$ cat src/rtl/mem_port_arbiter.sv
// Two-port (instruction fetch A, load/store B) arbiter onto a single memory port.
// Round-robin or fixed B priority, with a response timeout that raises a bus error.
module mem_port_arbiter #(
    parameter int unsigned TIMEOUT_CYC = 16,
    parameter bit          FIXED_PRIO  = 1'b0
) (
    input  logic        clk,
    input  logic        rst_n,
    input  logic        a_req,
    input  logic [31:0] a_addr,
    output logic        a_gnt,
    output logic        a_rvalid,
    output logic        a_err,
    input  logic        b_req,
    input  logic [31:0] b_addr,
    input  logic        b_we,
    input  logic [31:0] b_wdata,
    output logic        b_gnt,
    output logic        b_rvalid,
    output logic        b_err,
    output logic [31:0] rdata,
    output logic        mem_req,
    output logic        mem_we,
    output logic [31:0] mem_addr,
    output logic [31:0] mem_wdata,
    input  logic        mem_gnt,
    input  logic        mem_rvalid,
    input  logic [31:0] mem_rdata,
    output logic        sel,
    output logic        busy
);

    localparam int unsigned TW = $clog2(TIMEOUT_CYC + 1);
    localparam logic [TW-1:0] TLAST = TW'(TIMEOUT_CYC - 1);

    typedef enum logic [1:0] {IDLE, ISSUE, WAIT} state_t;

    state_t        state;
    logic          last;      // 1 = B was served last
    logic [TW-1:0] timer;
    logic          owner_req;
    logic          win_b;
    logic          in_issue;
    logic          accept;
    logic          resp;
    logic          tout;

    assign owner_req = sel ? b_req : a_req;
    assign in_issue  = (state == ISSUE);
    assign accept    = in_issue && owner_req && mem_gnt;
    assign resp      = (state == WAIT) && mem_rvalid;
    assign tout      = (state == WAIT) && !mem_rvalid && (timer == TLAST);

    always_comb begin
        win_b = b_req;
        if (a_req && b_req)
            win_b = FIXED_PRIO ? 1'b1 : !last;
    end

    always_ff @(posedge clk or negedge rst_n) begin
        if (!rst_n) begin
            state <= IDLE;
            sel   <= 1'b0;
            last  <= 1'b1;
            timer <= '0;
        end else begin
            case (state)
                IDLE: begin
                    if (a_req || b_req) begin
                        sel   <= win_b;
                        state <= ISSUE;
                    end
                end
                ISSUE: begin
                    if (!owner_req) begin
                        state <= IDLE;
                    end else if (mem_gnt) begin
                        state <= WAIT;
                        timer <= '0;
                    end
                end
                WAIT: begin
                    if (resp || tout) begin
                        last  <= sel;
                        state <= IDLE;
                        timer <= '0;
                    end else begin
                        timer <= timer + 1'b1;
                    end
                end
                default: state <= IDLE;
            endcase
        end
    end

    assign a_gnt     = accept && !sel;
    assign b_gnt     = accept && sel;
    assign a_rvalid  = resp && !sel;
    assign b_rvalid  = resp && sel;
    assign a_err     = tout && !sel;
    assign b_err     = tout && sel;
    assign rdata     = mem_rdata;
    assign mem_req   = in_issue && owner_req;
    assign mem_we    = in_issue && sel && b_we;
    assign mem_addr  = in_issue ? (sel ? b_addr : a_addr) : '0;
    assign mem_wdata = (in_issue && sel) ? b_wdata : '0;
    assign busy      = (state != IDLE);

endmodule

$ cat config.mk
export PLATFORM = sky130hd
export DESIGN_NAME = mem_port_arbiter
export DESIGN_NICKNAME = d
export VERILOG_FILES = /design/src/rtl/mem_port_arbiter.sv
export SDC_FILE = /design/constraint.sdc
export NUM_CORES = 1
export LEC_CHECK = 0
export CAP_MARGIN = 5
export CORE_ASPECT_RATIO = 0.5
export CORE_MARGIN = 5
export CORE_UTILIZATION = 23
export CTS_BUF_LIST = sky130_fd_sc_hd__clkbuf_4
export CTS_CLUSTER_SIZE = 24
export DETAILED_ROUTE_END_ITERATION = 16
export GPL_TIMING_DRIVEN = 0
export PLACE_DENSITY = 0.84
export SYNTH_ARGS = -nofsm -noshare
export SYNTH_HDL_FRONTEND = slang
export SYNTH_SLANG_ARGS = --single-unit
export TNS_END_PERCENT = 30
$ cat constraint.sdc
create_clock -name clk -period 2.2 [get_ports clk]
set_clock_uncertainty 0.15 [all_clocks]
set_input_delay 0.55 -clock clk [delete_from_list [all_inputs] [get_ports clk]]
set_output_delay 0.55 -clock clk [all_outputs]
set_load 0.1 [all_outputs]
==> results of run 1 <==
[layout by cell type, fill, tap and decap left out, drive strengths merged, types with 4 or more instances in the layout]
cell	synthesis	layout
and3	35	35
buf	40	162
clkbuf	7	12
clkdlybuf4s50	0	98
dfrtp	8	8
dlygate4sd2	0	5
inv	4	4
mux2i	34	34
nand2	4	4
nor2	39	39
[per-layer routing]
metal / vias to the layer above / GRT usage, % / wire length (µm)
li1: 1116 / - / -
met1: 1229 / 24.7 / 4270
met2: 122 / 44.5 / 7210
met3: 30 / 2.29 / 597
met4: 0 / 5.32 / 410
met5: - / 0 / 0
[flip-flops by register name, summed over array words and instances, names as in the netlist]
signal and cells:
sel 1, timer 5, last 1, state 2
[timing repair]
| action | CTS | global route |
|---|---|---|
| pin swaps | 23 | 12 |
| buffers inserted | 2 | 13 |
| resized for setup | 675 | 91 |
| endpoints found under the setup margin | 106 | 73 |
| hold buffers | 0 | 0 |
| gates cloned | 0 | 5 |
[cells in the mapped netlist (all sizes together), types with 2 or more instances]
| master | n |
|---|---|
| a21oi | 2 |
| dfrtp | 8 |
| nand2 | 4 |
| mux2i | 34 |
| and3 | 35 |
| o22ai | 2 |
| a31oi | 2 |
| buf | 40 |
| nor2 | 39 |
| nand2b | 3 |
| inv | 4 |
| o21ai | 3 |
| clkbuf | 7 |
| ha | 2 |
[critical path, stage by stage, from the launching register on]
cell and delay, ns:
dfrtp_1 0.40, ha_2 0.22, and3_4 0.20, ha_4 0.14
nor4bb_4 0.23, buf_6 0.27
[layout make-up]
class | count | area (µm²)
plain buffers | 46 | 443
clock buffers | 4 | 30.0
fillers | 256 | 970
inverters | 4 | 15.0
multi-input cells | 138 | 1500
flip-flops and latches | 9 | 233
well taps | 88 | 110
repair buffers | 228 | 2880
[stage by stage]
| stage | total power, µW | TNS, ns | setup slack, ns | utilization, % |
|---|---|---|---|---|
| 6_report | 9410 | -10.77 | -0.230 | 84.3 |
| 5_1_grt | 9590 | -12.56 | -0.296 | 84.3 |
| 4_1_cts | 8170 | -4.46 | -0.191 | 74.7 |
| 3_5_place_dp | 6970 | -72.67 | -1.18 | 65.3 |
| 3_3_place_gp | 6890 | -71.80 | -1.17 | 65.3 |
| 2_1_floorplan | 5530 | -5.63 | -0.423 | - |
[cell families after synthesis]
family                     synth area share, %
muxes                                     23.8
DFF                                       15.2
AOI/OAI and AO/OA                         4.94
and+or+nand+nor                           31.6
adders and majority gates                 1.67
buffers and inverters                     22.3
xor gates and xnor gates                 0.586
[final timing paths]
kind,start,end,depth (start not counted)
worst max register to register,timer[0],timer[2],7
max in group asynchronous,rst_n,sel,1
min in group asynchronous,rst_n,sel,1
worst min-delay path,timer[0],timer[0],1
worst min register to register,timer[0],timer[0],1
worst max-delay path,timer[0],a_err,5
[where the power goes]
group	switching [µW]	internal, µW
Clock	67.8	82.5
Combinational	5610	3320
Sequential	93.9	236
Total	5770	3640
==> impl_metrics.yaml, run 1 <==
status:
  status: "complete, but fails checks"
  violations: "negative setup slack"
worst_setup_path:
  cp-end-kind: "output port"
  path_max_fanout: 3
  critical_path_class: "flip-flop to output port"
  start_kind: "flip-flop"
  worstPathRequired_ns: 1.50
  rrSetupSlack_ns: 0.19
  crit_arrival_ns: 1.73
synth:
  synth_edf_count: 0
  yosys_warnings: 0
  syn_avg_cell_area_um2: 7.55
  synth_area_um2: 1490
  ys_seq_area_share_pct: 15.2
  async_flop_share_pct: 100
  synthFlopType: "dfrtp_1"
  synth_seq_cells: 9
  yosysUniqueCellTypes: 30
  synthTopCellsByArea: "mux2i_1 (23%), buf_4 (18%), and3_1 (15%), dfrtp_1 (13%), nor2_1 (9.8%)"
  synth_top_cell_area_share_pct: 22.8
  yosys.area.top_type: "mux2i_1"
  syn_inst: 198
  synthesis.nets: 335
global_routing:
  grt_pass1_vias: 2470
  grt-ovfl-total: 0
  antenna_found_initial: 0
  grt_max_degree: 11
  grt_pass1_wl_um: 13900
  gr-usage-all-layers_pct: 22.0
routing:
  vias: 2497
  routed_wl_um: 12500
  wire_per_inst_um: 24.2
  routed_via_density: 4.83
  ant_nets: 0
  drc: 0
  drt_iter0_markers: 265
  dr.pass1.iters: 4
placed_design:
  place_congestion: 0.914
  numPortBuffers: 208
  dp_hpwl_um: 7700
  placedInstanceArea_um2: 4030
  place_inst: 494
die:
  io_pins: 241
  fp.dieH_um: 67.0
  fp.dieW_um: 124
  fp.coreArea_um2: 6180
  dieArea_um2: 8310
  start_util_pct: 24.2
  rows: 20
sta:
  slew_headroom_pct: 31.8
  timing.hold.ws_ns: 0.390
  post-route-min-period_ns: 2.43
  finalHoldViolCount: 0
  rsz0062_at_grt: "true"
  final-setup-viol-count: 73
  timing.fmax_ghz: 0.412
  setup_slack_ns: -0.230
  worstMarginPinSlew_ns: 1.03
  period_share_pct: 110
  report.final.slew_viol_count: 0
clocking:
  clock_path_buffers: 2
  cts_inserted_buffers: 3
  tritoncts: "built"
  cts_root_buf: "clkbuf_4"
  h-tree-depth: 1
  clock_latency_ns: 0.27
  clk_pin_slew_ns: 0.06
  cts_num_sinks: 9
final_layout:
  stdcell_count: 517
  drive_gt1_share_pct: 65.5
  area_delta_synth_final_pct: 249
  nets: 567
  antennaDiodeCount: 0
  design_area_um2: 5210
pwr:
  powerDensity_nw_per_um2: 1810
  ir_worst_vdd_mv: 0.740
  p_leak_uw: 0.00221
min_path:
  min_path_type: "flip-flop to flip-flop"
flow_run:
  cap_violations: 0
(Power assumes the default switching activity.)
==> run 2: changes to the inputs <==
--- a/config.mk
+++ b/config.mk
@@ -13,7 +13,9 @@
 export CTS_CLUSTER_SIZE = 24
 export DETAILED_ROUTE_END_ITERATION = 16
 export GPL_TIMING_DRIVEN = 0
+export HOLD_SLACK_MARGIN = 0.05
 export PLACE_DENSITY = 0.84
+export SKIP_CTS_REPAIR_TIMING = 1
 export SYNTH_ARGS = -nofsm -noshare
 export SYNTH_HDL_FRONTEND = slang
 export SYNTH_SLANG_ARGS = --single-unit
==> run 2 against run 1 <==
Against the previous run: the run still ends with negative setup slack left; power fell by 17%; largest power group unchanged; clock power down 4%; fmax down 1.3%; sequential power is 7.3% lower; design area decreased by 16%; combinational power fell by 18%; sequential share of layout area grew 0.87 points; global-route usage decreased by 2.8 points.
==> impl_metrics.yaml, run 2 (synthesized netlist as in run 1, its figures left out) <==
final_layout:
  post-route-util_pct: 70.5
  nets: 549
  area_delta_synth_final_pct: 192
  top_register: "timer"
  drive_gt1_share_pct: 64.0
  antennaDiodeCount: 0
  top_regs: "timer (5), state (2)"
  fill_cells: 458
  mostFrequentLayoutCell: "clkdlybuf4s50_1"
  final_cell_mix: "clkdlybuf4s50_1 (98), buf_4 (67), buf_6 (38), nor2_4 (32), clkbuf_4 (25)"
  largest_register_ffs: 5
sta:
  worstMarginPinSlew_ns: 1.01
  setup_slack_ns: -0.262
  slew_headroom_pct: 32.4
  period_share_pct: 112
  finalHoldViolCount: 0
  timing.fmax_ghz: 0.406
  rsz0062_at_grt: "true"
  final-setup-viol-count: 66
  report.final.slew_viol_count: 0
  post-route-min-period_ns: 2.46
die:
  io_pins: 241
  fp.dieW_um: 124
  rows: 20
  dieArea_um2: 8310
  fp.coreArea_um2: 6180
  start_util_pct: 24.2
  fp.dieH_um: 67.0
status:
  violations: "negative setup slack"
  status: "complete, but fails checks"
global_routing:
  antenna_found_initial: 0
  gr-usage-all-layers_pct: 19.2
  grt-ovfl-total: 0
  grt_pass1_vias: 2331
  grt_max_degree: 11
  grt_pass1_wl_um: 12400
worst_setup_path:
  cp_num_buf_inv: 2
  cpPeakStageDelay_ns: 0.44
  crit_arrival_ns: 1.76
  cp-end-kind: "output port"
  worstPathRequired_ns: 1.50
  path_max_fanout: 10
  critPathSlowestCell: "dfrtp_2"
  cpLargestDelayFamily: "buffers and inverters"
  cp_cell_sequence: "and2b_2 > clkbuf_2 > and3_2 > clkbuf_4"
  start_kind: "flip-flop"
  critical_path_class: "flip-flop to output port"
pwr:
  powerDensity_nw_per_um2: 1780
  ir_worst_vdd_mv: 0.858
  power.total_uw: 7770
  p_leak_uw: 0.00196
flow_run:
  cap_violations: 0
placed_design:
  numPortBuffers: 208
  place_ws_ns: -1.18
  place_congestion: 0.914
  dp_hpwl_um: 7700
routing:
  wire_per_inst_um: 19.5
  drt_iter0_markers: 88
  top_layer_used: "met4"
  wl_met2_um: 5840
  vias: 2269
  wl_met1_um: 3350
  ant_nets: 0
  drc: 0
  met3_length_um: 400
  routed_via_density: 4.55
  dr.pass1.iters: 4
  routed_wl_um: 9730
clocking:
  clock_latency_ns: 0.27
  h-tree-depth: 1
  clk_pin_slew_ns: 0.07
  cts_inserted_buffers: 3
  cts_root_buf: "clkbuf_4"
  tritoncts: "built"
  clock_path_buffers: 2
  cts_num_sinks: 9
min_path:
  min_path_type: "flip-flop to flip-flop"
## run 2: cell types whose count changed in the layout (fill, tap and decap cells not counted), sizes merged
cell	previous run	this run
buf	162	129
dlygate4sd2	5	0
clkbuf	12	28
clkdlybuf4s15	1	0
dlymetal6s2s	0	5
## run 2: layer usage
metal,track usage (%),vias up
met5,0,-
met4,2.32,0
met3,1.70,16
met2,39.3,89
met1,22.2,1092
li1,-,1072
## run 2: metrics by stage
step | setup TNS (ns) | std cells | cell area (µm²) | hold slack [ns]
5_1_grt | -12.25 | 499 | 4360 | 0.420
3_3_place_gp | -71.80 | 494 | 4030 | 0.339
4_1_cts | -89.49 | 498 | 4060 | 0.381
2_1_floorplan | -5.63 | 198 | 1840 | 0.104
3_5_place_dp | -72.67 | 494 | 4030 | 0.376
6_report | -8.52 | 499 | 4360 | 0.376
## run 2: layout make-up
type	instances	area [µm²]	share of cell area, %
Buffer	46	380	8.73
Timing Repair Buffer	210	2180	50.1
Multi-Input combinational cell	138	1410	32.3
Sequential cell	9	233	5.34
Inverter	4	15.0	0.344
Tap cell	88	110	2.53
Clock buffer	4	30.0	0.689
## run 2: worst paths after layout
check	startpoint	to	slack, ns	cells after the start
min in group asynchronous	rst_n	sel	0.43	1
setup reg to reg	timer[0]	timer[2]	0.41	6
hold / removal	timer[2]	timer[2]	0.38	1
hold reg to reg	timer[2]	timer[2]	0.38	1
setup / recovery	state[1]	mem_wdata[16]	-0.26	4
max in group asynchronous	rst_n	sel	1.14	1
## run 2: report_power, final
part,total [µW],switching [µW],internal [µW]
Sequential,306,69.6,236
Clock,144,61.9,82.4
Combinational,7320,5180,2140
==> run 3: changes to the inputs <==
--- a/config.mk
+++ b/config.mk
@@ -5,7 +5,7 @@
 export SDC_FILE = /design/constraint.sdc
 export NUM_CORES = 1
 export LEC_CHECK = 0
-export CAP_MARGIN = 5
+export CAP_MARGIN = 30
 export CORE_ASPECT_RATIO = 0.5
 export CORE_MARGIN = 5
 export CORE_UTILIZATION = 23
==> results of run 3 <==
Final layout, timing and power as in run 2 (identical DEF).
